## config.mk

```make
export PLATFORM = sky130hd
export DESIGN_NAME = par_tx
export DESIGN_NICKNAME = d
export VERILOG_FILES = /design/src/rtl/par_pkg.sv /design/src/rtl/par_tx.sv
export SDC_FILE = /design/constraint.sdc
export NUM_CORES = 1
export LEC_CHECK = 0
export ABC_AREA = 1
export CORE_UTILIZATION = 45
export DETAILED_ROUTE_END_ITERATION = 12
export GPL_TIMING_DRIVEN = 0
export PLACE_DENSITY = 0.7
export SLEW_MARGIN = 30
export SYNTH_ARGS = -nofsm -noshare
export SYNTH_HDL_FRONTEND = slang
export SYNTH_SLANG_ARGS = --single-unit
```

## constraint.sdc

```tcl
create_clock -name clk -period 3.7 [get_ports clk]
set_clock_uncertainty 0.05 [all_clocks]
set_input_delay 0.37 -clock clk [delete_from_list [all_inputs] [get_ports clk]]
set_output_delay 0.37 -clock clk [all_outputs]
set_load 0.005 [all_outputs]
```

## src/rtl/par_pkg.sv

```systemverilog
// par_pkg -- shared definitions for the parity serial transmitter.
//   state_e : FSM state encoding (2 bits; 2'b11 is unused and recovers to IDLE)
//   EVEN/ODD: parity-mode constants for the par_tx ODD parameter
package par_pkg;

  typedef enum logic [1:0] {
    IDLE  = 2'b00,
    SHIFT = 2'b01,
    PAR   = 2'b10
  } state_e;

  localparam int EVEN = 0;
  localparam int ODD  = 1;

endpackage

```

## src/rtl/par_tx.sv

```systemverilog
// par_tx -- parallel-to-serial transmitter with a trailing parity bit.
// A word accepted on a load/ready edge is sent LSB first on sout over WIDTH
// cycles, followed by one parity bit, so a frame is WIDTH+1 cycles long.
//
// Ports:
//   clk   in   rising-edge clock
//   rst_n in   synchronous active-low reset
//   din   in   [WIDTH-1:0] word to transmit, sampled only on a transfer edge
//   load  in   word-valid request
//   ready out  block can accept a word this cycle (state-only decode)
//   sout  out  serial data, registered
//   frame out  high while sout carries a data or parity bit, registered
//   last  out  high while sout carries the parity bit, registered
//
// Handshake: a transfer happens at a rising edge where load=1 and ready=1.
// ready depends on state alone (high in IDLE and PAR, low in SHIFT), so a
// source may hold load high; a load seen while ready=0 is simply dropped.
module par_tx #(
  parameter int WIDTH = 8,
  parameter int ODD   = 0
) (
  input  logic             clk,
  input  logic             rst_n,
  input  logic [WIDTH-1:0] din,
  input  logic             load,
  output logic             ready,
  output logic             sout,
  output logic             frame,
  output logic             last
);

  import par_pkg::state_e;
  import par_pkg::IDLE;
  import par_pkg::SHIFT;
  import par_pkg::PAR;

  localparam int CW = (WIDTH > 1) ? $clog2(WIDTH) : 1;
  localparam logic [CW-1:0] CNT_LAST = CW'(WIDTH - 1);

  state_e           state_q;
  logic [WIDTH-1:0] shreg_q;
  logic [CW-1:0]    cnt_q;
  logic             par_q;
  logic             sout_q;
  logic             frame_q;
  logic             last_q;

  // Parity of the incoming word, only used on a transfer edge.
  logic par_d;
  assign par_d = (^din) ^ 1'(ODD);

  assign ready = (state_q == IDLE) || (state_q == PAR);
  assign sout  = sout_q;
  assign frame = frame_q;
  assign last  = last_q;

  always_ff @(posedge clk) begin
    if (!rst_n) begin
      state_q <= IDLE;
      shreg_q <= '0;
      cnt_q   <= '0;
      par_q   <= 1'b0;
      sout_q  <= 1'b0;
      frame_q <= 1'b0;
      last_q  <= 1'b0;
    end else begin
      case (state_q)
        // PAR behaves like IDLE for acceptance, which is what lets frames
        // run back to back with no gap.
        IDLE, PAR: begin
          if (load) begin
            state_q <= SHIFT;
            // Bit 0 goes straight to the output register; the rest waits
            // in the shift register already aligned for the next cycle.
            shreg_q <= din >> 1;
            cnt_q   <= '0;
            par_q   <= par_d;
            sout_q  <= din[0];
            frame_q <= 1'b1;
            last_q  <= 1'b0;
          end else begin
            state_q <= IDLE;
            sout_q  <= 1'b0;
            frame_q <= 1'b0;
            last_q  <= 1'b0;
          end
        end
        SHIFT: begin
          // cnt_q is the index of the bit currently on sout.
          if (cnt_q == CNT_LAST) begin
            state_q <= PAR;
            sout_q  <= par_q;
            frame_q <= 1'b1;
            last_q  <= 1'b1;
          end else begin
            cnt_q   <= cnt_q + CW'(1);
            sout_q  <= shreg_q[0];
            shreg_q <= shreg_q >> 1;
            frame_q <= 1'b1;
            last_q  <= 1'b0;
          end
        end
        default: begin
          state_q <= IDLE;
          sout_q  <= 1'b0;
          frame_q <= 1'b0;
          last_q  <= 1'b0;
        end
      endcase
    end
  end

endmodule

```

==> results.py <==
metrics = {
    "yosys": {
        "synth-edff-count": 0,
        "synth_nets": 136,
        "synthArstFlopShare": 0,
        "synth_ff_type": "dfxtp_1",
        "synthCells": 123,
        "ys_seq_area_frac": 0.378,
        "avgSynthCellArea_sq_um": 6.90,
        "yosysWarnings": 0,
        "synthesis.area_sq_um": 848,
        "yosys-top-cells-count": "46 x nand2_1, 16 x dfxtp_1, 11 x inv_1, 7 x a31oi_1, 7 x nor2_1",
        "synth_top_area_cell": "dfxtp_1",
        "synth_top_area_frac": 0.378,
        "synth_most_common_cell": "nand2_1",
        "synth_cell_types": 18,
        "yosys_register_bits": 16,
        "synth_area_leaders": "dfxtp_1 38%, nand2_1 20%, a31oi_1 5.2%",
    },
    "floorplanning": {
        "num_io_pins": 15,
        "initial_core_util": 0.486,
        "core_sq_um": 1750,
        "die_w_microns": 45.4,
        "die_y_microns": 45.4,
        "die_area_sq_um": 2060,
        "core.rowCount": 15,
    },
    "finish": {
        "insertedDiodeCount": 0,
        "layout-drive-gt1-share": 0.115,
        "regArea_sq_um": 320,
        "finish.net_count": 153,
        "multi_input_area_sq_um": 443,
        "nFillCells": 175,
        "syn_to_final_growth_pct": 22.1,
    },
    "grt": {
        "antenna_found_initial": 0,
        "first_global_vias": 644,
        "grt_usage": 0.179,
        "grt-ovfl-total": 0,
        "grt_pass1_wl_mm": 2.61,
        "grt_start_max_net_pins": 11,
    },
    "min_path": {
        "holdPathEnd": "shreg_q[6]",
        "worstHoldPathType": "in -> reg",
        "min_from": "din[7]",
        "hold_depth": 3,
    },
    "timing": {
        "grt_setup_unrepaired": "false",
        "slew_viol_final": 0,
        "clock.fmax_ghz": 0.608,
        "timing.final.crit_share": 0.444,
        "hold_viol": 0,
        "fin_tns_setup_ns": 0,
        "setup_violations": 0,
        "finalCriticalPeriod_ns": 1.64,
        "relSlewSlack": 0.828,
        "tightest_slew_ns": 0.257,
    },
    "setup_path": {
        "crit_type": "reg -> out",
        "startpoint_type": "flop",
        "r2r-start": "cnt_q[0]",
        "critPathMaxStageDelay_ns": 0.52,
        "worst_ep_arrival_time_ns": 1.22,
        "worstRegToRegCells": 8,
        "cp_max_fo": 3,
        "reg2reg_to": "shreg_q[5]",
        "crit_buf_inv": 2,
        "cp.required_ns": 3.28,
        "r2r_slack_ns": 2.21,
        "cp_cell_sequence": "inv_2 -> clkdlybuf4s50_1",
        "slowest_stage": "clkdlybuf4s50_1",
        "crit_family": "buffers and inverters",
        "worstSetupEndpointType": "output pin",
    },
    "cts": {
        "numCtsBuffers": 3,
        "cts.sinks": 16,
        "cts_hold_repair.buffers": 0,
        "path_clk_slew_ns": 0.09,
        "root_buffer": "clkbuf_4",
        "clk_latency_ns": 0.29,
        "cts_tree": "built",
        "htree_levels": 1,
        "post_cts.repair.setup_buffers": 0,
        "cts.path.max_buffers": 2,
        "post_cts_resized": 0,
    },
    "outcome": {
        "status": "finished clean",
    },
    "run": {
        "drv_cap": 0,
    },
    "detailed_routing": {
        "wire_per_inst_microns": 9.60,
        "postRouteAntennaNets": 0,
        "vias_per_cell": 4.76,
        "wl_mm": 1.57,
        "drt_pass1_iterations": 7,
        "num_vias": 780,
        "drt_iter0_markers": 8,
        "drc": 0,
    },
    "placed_design": {
        "gp_congestion": 0.739,
        "io_buffers": 12,
        "hpwl_mm": 1.26,
    },
    "power_and_ir_drop": {
        "power_density_nw_per_um2": 376,
        "peakVddDrop_mv": 0.200,
        "leakage_nw": 0.494,
        "total_power_w": 0.000390,
    },
}
-- logic make-up (layout without fill, tap and decap cells) --
logic type               Yosys count  in the layout  synth area share
AO/OA/AOI/OAI                     19             19             0.122
XOR/XNOR                           6              6            0.0619
adder cells (fa/ha/maj)            2              2            0.0295
buffers and inverters             20             36             0.100
flip-flops                        16             16             0.378
AND/OR/NAND/NOR                   60             60             0.308
-- power breakdown --
group          internal (W)  switching (W)  leakage [nW]
combinational     0.0000370      0.0000467         0.342
sequential         0.000185     0.00000669         0.132
clock             0.0000600      0.0000545        0.0210
-- through the flow --
stage,instances,setup slack [ns],hold WS (ns),cell area (sq um),utilization
CTS,164,2.04,0.341,1040,0.594
detailed placement,160,2.07,0.404,1000,0.573
global route,164,2.01,0.338,1040,0.594
finish,164,2.06,0.346,1040,0.594
global placement,160,2.10,0.403,1000,0.573
floorplan,123,2.36,0.378,848,-
-- worst max path at each step --
stage               startpoint    endpoint  cells after the start
finish              state_q[0]       ready                      2
floorplan             cnt_q[0]  shreg_q[3]                      8
CTS                 state_q[0]       ready                      2
detailed placement      din[4]       par_q                     10
global placement        din[4]       par_q                     10
global route        state_q[0]       ready                      2
-- area by class of cell --
class	instances	share of cell area
plain buffers	3	0.0205
clock buffers	4	0.0350
inverters	17	0.0616
multi-input cells	87	0.428
flip-flops and latches	16	0.309
well taps	25	0.0302
repair buffers	12	0.116
-- registers in the layout, summed over array words and instances, names as in the netlist --
signal / cells
state_q: 2
last: 1
shreg_q: 7
sout: 1
par_q: 1
frame: 1
cnt_q: 3
-- cell usage in the layout, fill, tap and decap left out --
cell,n
nor2_1,7
clkbuf_8,1
dfxtp_1,16
nor2_8,1
nand2_1,46
xnor2_1,4
nand2_4,2
ha_1,2
inv_2,6
o21ai_1,6
o21ai_0,1
a21oi_1,5
buf_2,2
a31oi_1,7
buf_6,1
nor3_1,2
clkdlybuf4s50_1,12
clkbuf_4,3
nand3_1,2
inv_1,11
xor2_1,2
-- worst reg2reg max path: cells and delay by family, from the launching register on --
kind	cells	cell delay, ns
AND/OR/NAND/NOR	2	0.17
adder cells (fa/ha/maj)	2	0.39
AO/OA/AOI/OAI	2	0.20
buffers and inverters	2	0.27
flip-flops	1	0.33
-- per-layer routing --
layer	share of wire	GRT usage	vias to the layer above
li1	-	-	418
met1	0.46	0.222	334
met2	0.48	0.283	23
met3	0.053	0.0595	5
met4	0.015	0.0727	0
met5	0	0	-
No activity file was read; power rests on OpenSTA's default activity.
